$ cat src/rtl/uart_rx_word.sv
// 8N1 UART receiver that reassembles little-endian words from consecutive bytes
// and presents them on a valid/ready interface, with frame-error and idle-timeout recovery.
module uart_rx_word #(
    parameter int CLKS_PER_BIT = 64,
    parameter int TIMEOUT_BITS = 20,
    parameter int NB_WORD      = 32
) (
    input  logic               i_Clock,
    input  logic               i_Rst_n,
    input  logic               i_Rx_Serial,
    input  logic               i_Word_Ready,
    output logic [NB_WORD-1:0] o_Word,
    output logic               o_Word_Valid,
    output logic [7:0]         o_Byte,
    output logic               o_Byte_Valid,
    output logic               o_Rx_Active,
    output logic               o_Frame_Err,
    output logic               o_Overrun,
    output logic               o_Timeout
);

    localparam int NB_BYTES    = NB_WORD / 8;
    localparam int IDX_W       = (NB_BYTES > 1) ? $clog2(NB_BYTES) : 1;
    localparam int CNT_W       = $clog2(CLKS_PER_BIT) + 1;
    localparam int TIMEOUT_CYC = TIMEOUT_BITS * CLKS_PER_BIT;
    localparam int IDLE_W      = $clog2(TIMEOUT_CYC + 1);

    localparam logic [CNT_W-1:0]  HALF_CNT   = CNT_W'(CLKS_PER_BIT / 2 - 1);
    localparam logic [CNT_W-1:0]  FULL_CNT   = CNT_W'(CLKS_PER_BIT - 1);
    localparam logic [IDLE_W-1:0] IDLE_LIMIT = IDLE_W'(TIMEOUT_CYC);
    localparam logic [IDX_W-1:0]  LAST_IDX   = IDX_W'(NB_BYTES - 1);

    typedef enum logic [2:0] {
        S_IDLE,
        S_START,
        S_DATA,
        S_STOP,
        S_CLEANUP
    } state_t;

    logic [1:0]         rx_sync_q;
    logic               rx_s;

    state_t             state_q,      state_d;
    logic [CNT_W-1:0]   clk_cnt_q,    clk_cnt_d;
    logic [2:0]         bit_idx_q,    bit_idx_d;
    logic [7:0]         shift_q,      shift_d;
    logic [IDX_W-1:0]   byte_idx_q,   byte_idx_d;
    logic [IDLE_W-1:0]  idle_cnt_q,   idle_cnt_d;
    logic [NB_WORD-1:0] shadow_q,     shadow_d;
    logic [NB_WORD-1:0] word_q,       word_d;
    logic               word_valid_q, word_valid_d;
    logic [7:0]         byte_q,       byte_d;
    logic               byte_valid_q, byte_valid_d;
    logic               rx_active_q,  rx_active_d;
    logic               frame_err_q,  frame_err_d;
    logic               overrun_q,    overrun_d;
    logic               timeout_q,    timeout_d;

    // Idle-high line: synchroniser resets to 1 so release never looks like a start bit.
    always_ff @(posedge i_Clock or negedge i_Rst_n) begin
        if (!i_Rst_n) begin
            rx_sync_q <= 2'b11;
        end else begin
            rx_sync_q <= {rx_sync_q[0], i_Rx_Serial};
        end
    end

    assign rx_s = rx_sync_q[1];

    always_comb begin
        // NOTE: every combinational output gets a default first so no path can infer a latch.
        state_d      = state_q;
        clk_cnt_d    = clk_cnt_q;
        bit_idx_d    = bit_idx_q;
        shift_d      = shift_q;
        byte_idx_d   = byte_idx_q;
        idle_cnt_d   = idle_cnt_q;
        shadow_d     = shadow_q;
        word_d       = word_q;
        word_valid_d = word_valid_q & ~i_Word_Ready;
        byte_d       = byte_q;
        byte_valid_d = 1'b0;
        frame_err_d  = 1'b0;
        overrun_d    = 1'b0;
        timeout_d    = 1'b0;

        unique case (state_q)
            S_IDLE: begin
                if (!rx_s) begin
                    state_d    = S_START;
                    clk_cnt_d  = '0;
                    idle_cnt_d = '0;
                end else if (byte_idx_q != '0) begin
                    if (idle_cnt_q == IDLE_LIMIT) begin
                        byte_idx_d = '0;
                        idle_cnt_d = '0;
                        timeout_d  = 1'b1;
                    end else begin
                        idle_cnt_d = idle_cnt_q + IDLE_W'(1);
                    end
                end else begin
                    idle_cnt_d = '0;
                end
            end

            S_START: begin
                if (clk_cnt_q == HALF_CNT) begin
                    clk_cnt_d = '0;
                    if (!rx_s) begin
                        state_d   = S_DATA;
                        bit_idx_d = '0;
                    end else begin
                        state_d = S_IDLE;
                    end
                end else begin
                    clk_cnt_d = clk_cnt_q + CNT_W'(1);
                end
            end

            S_DATA: begin
                if (clk_cnt_q == FULL_CNT) begin
                    clk_cnt_d = '0;
                    shift_d   = {rx_s, shift_q[7:1]};
                    if (bit_idx_q == 3'd7) begin
                        state_d = S_STOP;
                    end else begin
                        bit_idx_d = bit_idx_q + 3'd1;
                    end
                end else begin
                    clk_cnt_d = clk_cnt_q + CNT_W'(1);
                end
            end

            S_STOP: begin
                if (clk_cnt_q == FULL_CNT) begin
                    clk_cnt_d = '0;
                    state_d   = S_CLEANUP;
                    if (rx_s) begin
                        byte_d       = shift_q;
                        byte_valid_d = 1'b1;
                        shadow_d[{byte_idx_q, 3'b000} +: 8] = shift_q;
                        if (byte_idx_q == LAST_IDX) begin
                            byte_idx_d = '0;
                            // A word can replace the held one only if it is being taken this cycle.
                            if (!word_valid_q || i_Word_Ready) begin
                                word_d       = shadow_d;
                                word_valid_d = 1'b1;
                            end else begin
                                overrun_d = 1'b1;
                            end
                        end else begin
                            byte_idx_d = byte_idx_q + IDX_W'(1);
                        end
                    end else begin
                        frame_err_d = 1'b1;
                        byte_idx_d  = '0;
                    end
                end else begin
                    clk_cnt_d = clk_cnt_q + CNT_W'(1);
                end
            end

            S_CLEANUP: begin
                if (rx_s) begin
                    state_d = S_IDLE;
                end
            end

            default: state_d = S_IDLE;
        endcase

        rx_active_d = (state_d == S_START) || (state_d == S_DATA) || (state_d == S_STOP);
    end

    always_ff @(posedge i_Clock or negedge i_Rst_n) begin
        if (!i_Rst_n) begin
            state_q      <= S_IDLE;
            clk_cnt_q    <= '0;
            bit_idx_q    <= '0;
            shift_q      <= '0;
            byte_idx_q   <= '0;
            idle_cnt_q   <= '0;
            word_q       <= '0;
            word_valid_q <= 1'b0;
            byte_q       <= '0;
            byte_valid_q <= 1'b0;
            rx_active_q  <= 1'b0;
            frame_err_q  <= 1'b0;
            overrun_q    <= 1'b0;
            timeout_q    <= 1'b0;
        end else begin
            state_q      <= state_d;
            clk_cnt_q    <= clk_cnt_d;
            bit_idx_q    <= bit_idx_d;
            shift_q      <= shift_d;
            byte_idx_q   <= byte_idx_d;
            idle_cnt_q   <= idle_cnt_d;
            word_q       <= word_d;
            word_valid_q <= word_valid_d;
            byte_q       <= byte_d;
            byte_valid_q <= byte_valid_d;
            rx_active_q  <= rx_active_d;
            frame_err_q  <= frame_err_d;
            overrun_q    <= overrun_d;
            timeout_q    <= timeout_d;
        end
    end

    // NOTE: the shadow is pure data, fully rewritten before it is ever copied to o_Word, so it needs no reset.
    always_ff @(posedge i_Clock) begin
        shadow_q <= shadow_d;
    end

    assign o_Word       = word_q;
    assign o_Word_Valid = word_valid_q;
    assign o_Byte       = byte_q;
    assign o_Byte_Valid = byte_valid_q;
    assign o_Rx_Active  = rx_active_q;
    assign o_Frame_Err  = frame_err_q;
    assign o_Overrun    = overrun_q;
    assign o_Timeout    = timeout_q;

endmodule
$ cat config.mk
export PLATFORM = sky130hd
export DESIGN_NAME = uart_rx_word
export DESIGN_NICKNAME = d
export VERILOG_FILES = /design/src/rtl/uart_rx_word.sv
export SDC_FILE = /design/constraint.sdc
export NUM_CORES = 1
export LEC_CHECK = 0
export CAP_MARGIN = 20
export CORE_MARGIN = 1
export CORE_UTILIZATION = 45
export CTS_CLUSTER_DIAMETER = 200
export CTS_CLUSTER_SIZE = 30
export DETAILED_ROUTE_END_ITERATION = 10
export PLACE_DENSITY = 0.62
export SKIP_CTS_REPAIR_TIMING = 1
export SYNTH_ARGS = -nofsm -noshare
export SYNTH_HDL_FRONTEND = slang
export SYNTH_SLANG_ARGS = --single-unit
$ cat constraint.sdc
create_clock -name i_Clock -period 2.25 [get_ports i_Clock]
set_input_delay 0.45 -clock i_Clock [delete_from_list [all_inputs] [get_ports i_Clock]]
set_output_delay 0.45 -clock i_Clock [all_outputs]
set_load 0.05 [all_outputs]
# Yosys cells after proc, flatten, opt, wreduce, memory -nomap -nowiden
# Cells that the tools add are included.
[totals]
regBits = 114
inputBits = 4
word_cells = 110
[classes]
addsub = 5
eq_ne = 21
shift = 2
n_mux = 48
bitwise = 2
n_reduce_logical = 16
[ops]
columns = ["cell", "count"]
rows = [
  ["11-bit two-way mux", 3],
  ["32-bit bitwise mux", 1],
  ["8-bit by 7-bit variable shift with 32-bit output (first input constant)", 1],
  ["8-bit by 7-bit variable part select with 32-bit output", 1],
  ["3-bit two-way mux", 10],
  ["7-bit two-way mux", 3],
  ["7-bit one-hot mux with 3 select lines", 1],
  ["1-bit two-way mux", 20],
  ["2-bit inequality test (second input constant)", 9],
  ["3-bit one-hot mux with 5 select lines", 1],
  ["5-bit AND reduction", 3],
  ["2-bit two-way mux", 7],
  ["3-bit by 2-bit == test with 1-bit output (second input constant)", 4],
  ["11-bit by 1-bit adder with 11-bit output (second input constant)", 1],
  ["11-bit == test (second input constant)", 1],
  ["7-bit by 1-bit adder with 7-bit output (second input constant)", 1],
  ["7-bit by 5-bit == test with 1-bit output (second input constant)", 1],
  ["7-bit by 6-bit == test with 1-bit output (second input constant)", 1],
  ["5-bit negator with 7-bit output", 1],
  ["3-bit by 1-bit == test with 1-bit output (second input constant)", 2],
  ["3-bit == test (second input constant)", 2],
  ["3-bit one-hot mux with 2 select lines", 1],
  ["2-bit nonzero test", 3],
  ["2-bit one-hot mux with 2 select lines", 1],
  ["12 further kinds", 15],
]

# Longest topological paths before layout
[depth]
word_depth = 7
ltp_mapped = 8
ltp_nobuf = 6

# Worst setup path before layout
# OpenSTA, ideal clock, no wires.
[synth_path]
path_type = "flip-flop to flip-flop"
start = "reg clk_cnt_q[0]"
end = "reg byte_q[0] (netlist: o_Byte[0])"
setup_time_ns = 0.125
arrival_time_ns = 1.927
t_required_ns = 2.125
slack_ns = 0.198
stages_incl_launch_ff = 6
path_buffers = 1
cell_sequence = "dfrtp_1 ha_1 nand4_1 nor3_1 buf_2 mux2_2"
[synth_via]
elab_chain_cells = 2
[synth_rtl]
columns = ["item", "line_no", "text"]
rows = [
  ["from (decl)", "45", "logic [CNT_W-1:0] clk_cnt_q, clk_cnt_d;"],
  ["from (signal assigned)", "194", "clk_cnt_q <= clk_cnt_d;"],
  ["7-bit by 6-bit == test with 1-bit output", "136", "if (clk_cnt_q == FULL_CNT) begin"],
  ["3-bit AND reduction (no line)", "-", ""],
  ["to (signal assigned)", "201", "byte_q <= byte_d;"],
  ["to (decl)", "53", "logic [7:0] byte_q, byte_d;"],
]
# Every way passes these cells.
# A chain may end at the register's enable or synchronous reset.

# Worst setup path in the final report
[layout_path]
start = "reg clk_cnt_q[0]"
end = "reg word_q[18] (netlist: o_Word[18])"
[layout_via]
elab_chain_cells = 2
[layout_rtl]
columns = ["item", "line_no", "text"]
rows = [
  ["7-bit by 6-bit == test with 1-bit output", "136", ""],
  ["5-bit AND reduction (no line)", "-", ""],
  ["to (signal assigned)", "199", "word_q <= word_d;"],
  ["to (decl)", "51", "logic [NB_WORD-1:0] word_q, word_d;"],
]
# Every way passes these cells.

==> out/qor.yml <==
run_status:
  outcome: "finished clean"
synthesis:
  synth.area.top_cells: "dfrtp_1, edfxtp_1, mux2_2"
  synth_cells: 422
  synth_top_area_share_pct: 39.3
  synth_compound_area_share_pct: 7.06
  synth_edf_count: 32
  async_reset_ff_share_pct: 71.9
  yosysSeqAreaShare_pct: 59.3
  avgSynthCellArea_sq_um: 12.1
  synth_seq_cells: 114
  synth_cell_types: 54
  netlist_top_cells_count: "dfrtp_1, mux2_2, nand2_1"
  synth_adder_area_share_pct: 2.70
  synth-main-ff-cell: "dfrtp_1"
  yosys.area_share.simple_pct: 12.1
  ys_warn_count: 0
  synth_area_leader_cell: "dfrtp_1"
  synth_top_family_by_area: "simple AND/OR/NAND/NOR gates"
  yosysMostFrequentCell: "dfrtp_1"
  synth-xor-area-share_pct: 1.89
  muxShareOfSynthArea_pct: 11.9
  synth_nets: 437
  syn_area_sq_um: 5090
clocking:
  cts.htree.levels: 4
  clkTransAtPathRegs_ps: 60
  clock-sinks: 114
  clock_latency_ps: 410
  root_buffer: "clkbuf_16"
  cts_tree: "done"
  cts_buffers: 17
  clock_path_buffers: 2
drt:
  num_vias: 3338
  wl_per_cell_um: 15.5
  firstDrtPassIters: 4
  drc: 0
  drt_wl_total_mm: 9.96
  vias_per_cell: 5.19
  ant_nets: 0
  detail_route.iter0.violations: 72
worst_setup_path:
  cp.arrival_ps: 2330
  start_kind: "flop"
  critPathRequiredTime_ps: 2540
  worst-setup-path-type: "flop to flop"
  r2r.worst_path.cells: 6
  cp_max_fo: 32
  endpoint_kind: "flop"
place:
  port_buffers: 49
  placed_area_sq_um: 5820
  place_congestion: 0.847
  hpwl_mm: 6.67
sta:
  max_freq_ghz: 0.490
  fin_setup_tns_ps: 0
  hold_violations: 0
  finalSetupViolations: 0
  rsz0062_at_grt: "no"
  period_needed_ps: 2040
  worst_pin_slew_ps: 597
  finalMaxSlewViolations: 0
  finalCritPeriodShare_pct: 90.7
  maxSlewHeadroom_pct: 60.2
  worst_clock_skew_ps: 9.78
finish:
  n_antenna_cell: 0
  fillers: 917
  syn2layout_area_growth_pct: 27.2
  finalNetCount: 505
  fin_area_sq_um: 6470
  drive_gt1_share_pct: 22.9
global_route:
  grt_pass1_vias: 3392
  grt-ovfl-total: 0
  track_usage_pct: 19.3
  grt_max_degree: 44
  antenna_found_initial: 0
  grt_pass1_wl_mm: 17.0
job:
  cap_violations: 0
floorplan:
  die_y_um: 108
  core_area_sq_um: 10900
  initial_utilization_pct: 46.5
  num_rows: 38
  io_pins: 50
  die-area_sq_um: 11700
  die_x_um: 108
power_and_ir_drop:
  peakVddDrop_uv: 480
  power_leakage_uw: 0.00287
  power_density_nw_per_um2: 823
hold_path:
  min_path_type: "input port to asynchronous set/reset pin"
[worst paths after layout]
kind                              startpoint      endpoint  slack [ps]
worst min register to register  rx_sync_q[0]  rx_sync_q[1]         350
worst min-delay path                 i_Rst_n     o_Word[1]          50
max in group asynchronous            i_Rst_n  rx_sync_q[0]        1530
min in group i_Clock            rx_sync_q[0]  rx_sync_q[1]         350
worst max register to register  clk_cnt_q[0]    o_Word[18]         210
worst max-delay path            clk_cnt_q[0]    o_Word[18]         210
[report_power, final]
| group | internal [uW] | leakage (uW) | switching (uW) |
|---|---|---|---|
| logic | 78.1 | 0.00120 | 111 |
| registers | 2160 | 0.00135 | 47.7 |
| clock network | 1990 | 0.000312 | 940 |
| total | 4230 | 0.00287 | 1100 |
[stage by stage]
step	hold slack [ps]	worst slack (ps)	power (uW)	utilization, %	instances
after floorplan	154	198	2350	-	422
after global placement	345	258	2430	53.2	611
after detailed placement	347	188	2440	53.2	611
after CTS	60.7	188	5380	59.2	643
after global routing	81.8	57.5	5510	59.2	643
final	50.2	208	5330	59.2	643
[critical path, cell delays in order (launching register included)]
cell and delay (ps):
dfrtp_1 390, ha_1 230, nand4_1 230, nor3_2 250
and3_1 230, buf_12 220, mux2_2 360
[layout by cell type, fill, tap and decap left out, types with 4 or more instances in the layout]
| master | count |
|---|---|
| a21oi_1 | 9 |
| buf_4 | 15 |
| bufinv_16 | 5 |
| clkbuf_16 | 17 |
| clkdlybuf4s50_1 | 48 |
| clkinv_2 | 4 |
| dfrtp_1 | 80 |
| edfxtp_1 | 32 |
| ha_1 | 11 |
| inv_1 | 42 |
| mux2_2 | 50 |
| nand2_1 | 47 |
| nand3_1 | 8 |
| nand4_1 | 5 |
| nor2_1 | 16 |
| o21ai_0 | 36 |
| xor2_1 | 8 |
[state kept, by name, indices dropped and copies added (netlist names), 3 cells and up]
signal      cells
o_Word         32
shadow_q       32
idle_cnt_q     11
o_Byte          8
shift_q         8
clk_cnt_q       7
bit_idx_q       3
state_q         3
[cell type report]
cell class / instances / area (sq um) / area share [%]
clock inverter: 14 / 210 / 3.25
clock buffer: 18 / 439 / 6.79
tap: 140 / 175 / 2.71
timing repair buffer: 66 / 653 / 10.1
sequential: 114 / 3020 / 46.6
multi-input combinational: 249 / 1820 / 28.1
inverter: 42 / 158 / 2.44
[routing by layer]
layer	track usage (%)	wire length, um
met1	25.0	4630
met2	31.1	4850
met3	4.88	320
met4	7.43	156
met5	0	0
[cell families (layout without fill, tap and decap cells)]
kind of cell / count (synthesis) / count (layout)
multiplexers: 54 / 54
adder cells (fa/ha/maj): 11 / 11
flip-flops: 114 / 114
XOR/XNOR: 11 / 11
AO/OA/AOI/OAI: 62 / 62
AND/OR/NAND/NOR: 111 / 111
buffers and inverters: 59 / 140
No activity file was read; power rests on OpenSTA's default activity.
